**src/rtl/m_out_collect_pkg.sv**
```systemverilog
// Shared parameters, FSM state type and helpers for the output collector.
package m_out_collect_pkg;

    localparam int OC_LANES   = 8;
    localparam int OC_PSUM_W  = 24;
    localparam int OC_ACC_W   = 32;
    localparam int OC_OADDR_W = 6;

    typedef enum logic [1:0] {
        ST_IDLE,
        ST_ACC,
        ST_DRAIN,
        ST_DONE
    } oc_state_e;

    // Each set shift bit moves the term up one nibble.
    function automatic logic [3:0] shift_amt(input logic [1:0] s);
        logic [3:0] n;
        n = {3'b000, s[0]} + {3'b000, s[1]};
        return n << 2;
    endfunction

endpackage

```
**src/rtl/m_out_queue.sv**
```systemverilog
// Two-entry write queue between the accumulator and the output buffer.
// Entry 0 is always the head; simultaneous push/pop is allowed when full.
module m_out_queue #(
    parameter int W = 8
) (
    input  logic         clk,
    input  logic         rst,
    input  logic         push,
    input  logic [W-1:0] wdata,
    input  logic         pop,
    output logic [W-1:0] head,
    output logic         empty,
    output logic         full
);

    logic [W-1:0] e0_q, e0_d;
    logic [W-1:0] e1_q, e1_d;
    logic [1:0]   cnt_q, cnt_d;
    logic         pop_ok;
    logic         push_ok;

    always_comb begin
        e0_d    = e0_q;
        e1_d    = e1_q;
        cnt_d   = cnt_q;
        pop_ok  = pop && (cnt_q != 2'd0);
        push_ok = push && ((cnt_q != 2'd2) || pop_ok);
        case ({push_ok, pop_ok})
            2'b11: begin
                if (cnt_q == 2'd1) begin
                    e0_d = wdata;
                end else begin
                    e0_d = e1_q;
                    e1_d = wdata;
                end
            end
            2'b10: begin
                if (cnt_q == 2'd0) begin
                    e0_d = wdata;
                end else begin
                    e1_d = wdata;
                end
                cnt_d = cnt_q + 2'd1;
            end
            2'b01: begin
                e0_d  = e1_q;
                cnt_d = cnt_q - 2'd1;
            end
            default: begin
                cnt_d = cnt_q;
            end
        endcase
    end

    always_ff @(posedge clk or posedge rst) begin
        if (rst) begin
            e0_q  <= '0;
            e1_q  <= '0;
            cnt_q <= '0;
        end else begin
            e0_q  <= e0_d;
            e1_q  <= e1_d;
            cnt_q <= cnt_d;
        end
    end

    assign head  = e0_q;
    assign empty = (cnt_q == 2'd0);
    assign full  = (cnt_q == 2'd2);

endmodule

```
**src/rtl/m_out_collect.sv**
```systemverilog
// Output collector: accumulates shifted partial sums per lane and writes
// finished output words to the banked output buffer through a small queue.
module m_out_collect
    import m_out_collect_pkg::*;
#(
    parameter int LANES   = OC_LANES,
    parameter int PSUM_W  = OC_PSUM_W,
    parameter int ACC_W   = OC_ACC_W,
    parameter int OADDR_W = OC_OADDR_W
) (
    input  logic                      clk,
    input  logic                      rst,
    input  logic                      in_valid,
    output logic                      in_ready,
    input  logic [LANES*PSUM_W-1:0]   in_psum,
    input  logic [1:0]                in_shift,
    input  logic                      in_out,
    input  logic                      in_tile_last,
    input  logic [LANES-1:0]          in_bank_sel,
    input  logic [OADDR_W-1:0]        in_addr,
    output logic [LANES-1:0]          obuf_wen,
    output logic [OADDR_W-1:0]        obuf_waddr,
    output logic [LANES*ACC_W-1:0]    obuf_wdata,
    input  logic                      obuf_ready,
    output logic                      done,
    output logic [15:0]               wr_count
);

    localparam int QW = LANES*ACC_W + LANES + OADDR_W;

    oc_state_e state_q, state_d;

    logic [LANES-1:0][ACC_W-1:0] acc_q, acc_d;
    logic [LANES-1:0][ACC_W-1:0] acc_next;
    logic [ACC_W-1:0]            term [LANES];
    logic [ACC_W:0]              sum  [LANES];
    logic                        first_q, first_d;
    logic                        rdy_en_q, rdy_en_d;
    logic [15:0]                 wr_cnt_q, wr_cnt_d;

    logic          accept;
    logic          q_push;
    logic          q_pop;
    logic          q_empty;
    logic          q_full;
    logic [QW-1:0] q_wdata;
    logic [QW-1:0] q_head;
    logic [3:0]    sh;

    assign sh = shift_amt(in_shift);

    always_comb begin
        for (int i = 0; i < LANES; i++) begin
            term[i] = ACC_W'(signed'(in_psum[i*PSUM_W +: PSUM_W])) << sh;
            sum[i]  = {acc_q[i][ACC_W-1], acc_q[i]} + {term[i][ACC_W-1], term[i]};
            if (first_q) begin
                acc_next[i] = term[i];
            end else if (sum[i][ACC_W] != sum[i][ACC_W-1]) begin
                // Overflow: clamp toward the sign of the true result.
                acc_next[i] = sum[i][ACC_W] ? {1'b1, {(ACC_W-1){1'b0}}}
                                            : {1'b0, {(ACC_W-1){1'b1}}};
            end else begin
                acc_next[i] = sum[i][ACC_W-1:0];
            end
        end
    end

    assign q_pop    = !q_empty && obuf_ready;
    assign in_ready = rdy_en_q
                   && ((state_q == ST_IDLE) || (state_q == ST_ACC))
                   && (!q_full || q_pop);
    assign accept   = in_valid && in_ready;
    assign q_push   = accept && in_out && (in_bank_sel != '0);
    assign q_wdata  = {acc_next, in_bank_sel, in_addr};

    always_comb begin
        state_d  = state_q;
        acc_d    = acc_q;
        first_d  = first_q;
        rdy_en_d = 1'b1;
        wr_cnt_d = wr_cnt_q;
        if (accept) begin
            acc_d   = acc_next;
            first_d = in_out;
        end
        case (state_q)
            ST_IDLE: begin
                if (accept) begin
                    state_d = (in_out && in_tile_last) ? ST_DRAIN : ST_ACC;
                end
            end
            ST_ACC: begin
                if (accept && in_out && in_tile_last) begin
                    state_d = ST_DRAIN;
                end
            end
            ST_DRAIN: begin
                if (q_empty) begin
                    state_d = ST_DONE;
                end
            end
            ST_DONE: begin
                state_d = ST_IDLE;
            end
            default: begin
                state_d = ST_IDLE;
            end
        endcase
        if ((state_q == ST_IDLE) && accept) begin
            wr_cnt_d = '0;
        end else if (q_pop && (wr_cnt_q != 16'hFFFF)) begin
            wr_cnt_d = wr_cnt_q + 16'd1;
        end
    end

    always_ff @(posedge clk or posedge rst) begin
        if (rst) begin
            state_q  <= ST_IDLE;
            acc_q    <= '0;
            first_q  <= 1'b1;
            rdy_en_q <= 1'b0;
            wr_cnt_q <= '0;
        end else begin
            state_q  <= state_d;
            acc_q    <= acc_d;
            first_q  <= first_d;
            rdy_en_q <= rdy_en_d;
            wr_cnt_q <= wr_cnt_d;
        end
    end

    m_out_queue #(
        .W(QW)
    ) u_q (
        .clk   (clk),
        .rst   (rst),
        .push  (q_push),
        .wdata (q_wdata),
        .pop   (q_pop),
        .head  (q_head),
        .empty (q_empty),
        .full  (q_full)
    );

    assign obuf_waddr = q_head[OADDR_W-1:0];
    assign obuf_wen   = q_empty ? '0 : q_head[OADDR_W +: LANES];
    assign obuf_wdata = q_head[QW-1 -: LANES*ACC_W];
    assign done       = (state_q == ST_DONE);
    assign wr_count   = wr_cnt_q;

endmodule

```
**config.mk**
```make
export PLATFORM = sky130hd
export DESIGN_NAME = m_out_collect
export DESIGN_NICKNAME = d
export VERILOG_FILES = /design/src/rtl/m_out_collect_pkg.sv /design/src/rtl/m_out_queue.sv /design/src/rtl/m_out_collect.sv
export SDC_FILE = /design/constraint.sdc
export NUM_CORES = 2
export LEC_CHECK = 0
export BUFFER_PORTS_ARGS = -buffer_cell sky130_fd_sc_hd__buf_2
export CAP_MARGIN = 20
export CORE_ASPECT_RATIO = 0.75
export CORE_MARGIN = 3
export CORE_UTILIZATION = 56
export CTS_CLUSTER_SIZE = 10
export DETAILED_ROUTE_END_ITERATION = 16
export PLACE_DENSITY_LB_ADDON = 0.3
export RECOVER_POWER = 25
export SYNTH_ARGS = -nofsm -noshare
export SYNTH_HDL_FRONTEND = slang
export SYNTH_SLANG_ARGS = --single-unit
export TNS_END_PERCENT = 1
```
**constraint.sdc**
```tcl
create_clock -name clk -period 31.9 [get_ports clk]
set_input_delay 7.975 -clock clk [delete_from_list [all_inputs] [get_ports clk]]
set_output_delay 7.975 -clock clk [all_outputs]
set_load 0.01 [all_outputs]
```
== Word-level counts from Yosys, hierarchy flattened ==
Index checks and enable logic that the tools add are counted.
Storage, ports and cells
  logic and storage cells: 126
  output and inout port bits: 288
  register bits after elaboration: 818
  input port bits: 214
Operators by class
  equal/unequal tests: 24
  shift operators: 8
  $add $sub $neg: 12
  reduce and logical (&&, ||, !) cells: 28
  multiplexer cells: 39
Operator list (number)
  2-to-1 mux 270 bit: 4
  one-hot mux 270 bit (3 select lines): 1
  2-to-1 mux 32 bit: 24
  one-hot mux 270 bit (2 select lines): 1
  adder 32 x 32 -> 33 bit: 8
  left shift 32 x 4 -> 32 bit: 8
  2-to-1 mux 16 bit: 2
  adder 16 x 1 -> 16 bit (second input constant): 1
  != test 16 bit (second input constant): 1
  logical AND 1 bit: 12
  != test 2 bit (second input constant): 6
  equality test 2 bit (second input constant): 5
  2-to-1 mux 2 bit: 4
  2-to-1 mux 8 bit: 1
  != test 1 bit: 8
  one-hot mux 2 bit (4 select lines): 1
  nonzero test 2 bit: 4
  nonzero test 8 bit: 1
  equality test 2 x 1 -> 1 bit (second input constant): 3
  AND reduction 3 bit: 2
  zero test 2 bit: 2
  one-hot mux 2 bit (2 select lines): 1
  logical OR 1 bit: 3
  nonzero test 3 bit: 1
  other kinds (6): 7

== Longest topological paths before layout ==
  word-level depth: 12
  mapped depth: 31
  depth with buffers taken out: 26

== Modules after synthesis ==
Synthesis repeated with hierarchy kept, for this count alone.
Unflattened totals
  cell total of the unflattened synthesis: 6922
  area total of the unflattened synthesis: 63953.8 µm²
By module, submodules not included
  m_out_collect: times used 1, seq. area each 6907.9 µm², area an instance 33244.4 µm², cells each 4198
  m_out_queue: times used 1, seq. area each 13563.0 µm², area an instance 30709.5 µm², cells each 2724

== Worst setup path after synthesis ==
No wires, ideal clock.
  path type: input -> output
  start point: in obuf_ready
  end point: out in_ready
  data required time: 23.925 ns
  data arrival time: 8.626 ns
  path buffers: 0
  setup slack: 15.299 ns
  cell stages on the path: 3
  cell sequence: nor2b_1 inv_1 a21oi_1
Between the ends
  longest elaborated chain between the ends: 3
RTL lines
  from (decl): line m_out_collect.sv:24  | input logic obuf_ready,
  logical AND 1 bit: line m_out_collect.sv:68  | assign q_pop = !q_empty && obuf_ready;
  logical OR 1 bit: line m_out_collect.sv:71  | && (!q_full || q_pop);
  logical AND 1 bit: line m_out_collect.sv:71
  to (decl): line m_out_collect.sv:14  | output logic in_ready,
Every way passes these cells.

== Worst setup path in the final report ==
Same ends and word-level chain as after synthesis.

==> results.md <==
- CP Launch Type: input port
- Netlist cell types: a little over 100
- Aggregate global routing overflow: 0
- Unrepaired setup endpoints after global routing: no
- Data required time at the worst endpoint: roughly 24,000 ps
- Static Leak: a little under 30 nW
- Residual DRC: 0
- Effective utilization at floorplan: 0.566
- Pre-Repair DR Iteration Count: 8
- Number of max-cap violations: 5
- Pin count of the biggest net entering global routing: 213
- Cells after synthesis: 7,477
- Via count: 58,700
- Max-slew headroom: -2.64
- Number of flops mapped to enable cells by yosys: 0
- Share of post-route cells with drive strength above 1: 0.106
- DR iter-0 viols: 7,192
- Via count of the first global-routing pass: ~54,000
- Mapped Area: around 60,000 µm²
- Power per Cell Area: between 100 and 150 nW/µm²
- Top-level I/O count: approximately 500
- Placed wire-length estimate after detailed placement: 156 mm
- Filler-free cell count of the finished design: 8,883
- Clock buffer depth: 3
- Fill cell instance count of the final layout: about 9,600
- Die Wd: ~380 µm
- Fin crit period: between 15,000 and 20,000 ps
- Final hold viol count: 0
- Synth Warn #: 0
- Average size of a mapped cell: approximately 8 µm²
- Critical path peak fanout: 5
- Clock tree from TritonCTS: built
- Most instantiated flip-flop cell in the synthesis netlist: dfrtp_1
- Slew at the pin closest to its max-slew limit: 5430 ps
- Die Ht: between 200 and 300 µm
- Placeable Area: 105,000 µm²
- Synth top area cells: dfrtp_1, o21ai_0, nand2_1
- Failing checks: max-capacitance violations, max-slew violations
- Count leader, synth: nand2_1
- IO buf count: between 500 and 600
- Hold Crit Class: reg2reg
- Ranking of synthesized cells by instance count: nand2_1, o21ai_0, dfrtp_1
- Top-area cell type share of the netlist area: 0.343
- Total Neg Setup Slack: 0 ps
- Area overhead of the layout relative to synthesis: 6.87%
- Upper clock frequency limit: approximately 57 MHz
- Net count of the finished layout: 7,927
- Average wire length per cell after detail routing: 25.7 µm
- Status: complete, but fails checks
- Cell at the root of the clock tree: clkbuf_16
- Post-CTS Setup Bufs: 0
- Maximum level of the CTS H-tree: 3
- Sequential share of the synthesized area: 0.343
- Final setup fails: 0
- Post-synth ARST share: 1.00
- Final worst clock skew: approximately 21 ps
- Cts hold-fix bufs: 0
- Peak VDD IR: 0.0877 mV
- Overall fraction of global-route tracks in use: 0.399
- Number of gates resized after cts: 0
- Placement Rows: around 100
- Clock sink count: 818
- Number of routed nets with antenna violations: 0
- Worst Path Arrival: around 9400 ps
- Number of pins with negative max-slew slack in the final report: 381
- Flip-flop and latch count after synthesis: ~800
- Number of CTS-inserted buffers: 96
- Wire length of the first global-routing pass: between 300 and 400 mm
- Total nets after synthesis: roughly 8,000
- Inst Count DP: between 8,000 and 9,000
- Clk slew on worst S/H paths: roughly 50 ps
- Die footprint: 110,000 µm²
- Antenna violations before repair: 15
- Clock network latency to the later pin of the worst-skew pair: ~700 ps
- Routability-driven placement congestion ratio: just over 1
- Largest area contributor in the netlist: dfrtp_1
- Post-DR vias/cell: ~6.6
- Critical Path End Type: output pin
- Critical path start-end classification: in2out
- Fraction of the cycle the final worst path needs: 0.546
- Detailed-route wire length: 228 mm
[sequential cells by signal (all words and copies together) (netlist names)]
| signal | flops |
|---|---|
| first_q | 1 |
| acc_q | 256 |
| wr_count | 16 |
| rdy_en_q | 1 |
| u_q.cnt_q | 2 |
| u_q.e1_q | 270 |
| state_q | 2 |
| u_q.head | 270 |
[routing by layer]
metal,GRT usage,share of wire
met1,0.562,0.41
met2,0.573,0.41
met3,0.105,0.12
met4,0.185,0.054
met5,0,0
[final cells by class]
cell class | instances | area (µm²) | share of cell area
timing repair buffer | 600 | 3160 | 0.0496
sequential | 818 | 20500 | 0.321
tap | 1417 | 1770 | 0.0278
antenna | 14 | 35.0 | 0.000550
clock buffer | 118 | 2670 | 0.0419
multi-input combinational | 5756 | 34900 | 0.548
clock inverter | 9 | 113 | 0.00177
inverter | 151 | 578 | 0.00907
[through the flow]
step	setup slack [ps]	cell area, µm²	utilization	power (mW)	hold slack [ps]
2_1_floorplan	951	59600	-	5.64	439
3_3_place_gp	14490	61100	0.579	7.09	452
3_5_place_dp	14510	61100	0.579	7.20	457
4_1_cts	14510	63900	0.606	8.27	471
5_1_grt	14400	63700	0.604	8.98	482
6_report	14490	63700	0.605	8.42	475
[worst max-delay path, stage by stage]
cell	delay, ps
buf_2	90
nor2b_1	540
inv_1	260
a21oi_1	370
buf_2	200
[where the power goes]
part	switching, mW	internal [mW]	total (mW)
sequential	0.373	1.53	1.90
combinational	3.66	1.81	5.47
clock	0.452	0.594	1.05
[path summary, 6_finish.rpt]
| path | start | to | slack (ps) | cells after the start |
|---|---|---|---|---|
| min | u_q.head[2]$_DFFE_PP0P_ | u_q.head[2]$_DFFE_PP0P_ | 470 | 1 |
| min in group asynchronous | rst | u_q.head[202]$_DFFE_PP0P_ | 8970 | 2 |
| max in group asynchronous | rst | u_q.head[89]$_DFFE_PP0P_ | 16380 | 6 |
| max reg2reg | u_q.cnt_q[0]$_DFFE_PP0N_ | u_q.head[162]$_DFFE_PP0P_ | 24400 | 18 |
| max | obuf_ready | in_ready | 14490 | 5 |
| min reg2reg | u_q.head[2]$_DFFE_PP0P_ | u_q.head[2]$_DFFE_PP0P_ | 470 | 1 |
[cell usage in the layout, fill, tap and decap left out, types with 26 or more instances in the layout]
| cell | instances |
|---|---|
| nand2_1 | 1142 |
| o21ai_0 | 959 |
| dfrtp_1 | 817 |
| a21oi_1 | 709 |
| nor2_1 | 558 |
| buf_2 | 390 |
| ha_1 | 278 |
| a21o_1 | 176 |
| mux2i_1 | 167 |
| inv_1 | 145 |
| clkbuf_1 | 123 |
| a211oi_1 | 115 |
| xnor2_1 | 104 |
| clkbuf_16 | 100 |
| buf_4 | 90 |
| nor3_1 | 87 |
| o21a_1 | 86 |
| xor2_1 | 81 |
| o22ai_1 | 81 |
| mux2_2 | 78 |
| o211ai_1 | 75 |
| o31ai_1 | 75 |
| nand3_1 | 67 |
| nand2b_1 | 67 |
| a31oi_1 | 63 |
| or3_1 | 59 |
| and2_1 | 52 |
| and3_1 | 51 |
| nor2b_1 | 48 |
| a221oi_1 | 47 |
| a211o_1 | 42 |
| o221ai_1 | 42 |
| o21bai_1 | 40 |
| nand4_1 | 26 |
[kinds of logic after synthesis]
kind of cell / share of synthesized area
compound gates: 0.288
xor+xnor: 0.0272
fa+ha+maj: 0.0619
buf+inv: 0.0746
flops: 0.343
mux: 0.0434
other cells: 0.0000629
simple gates: 0.162
No activity file was read; power rests on OpenSTA's default activity.
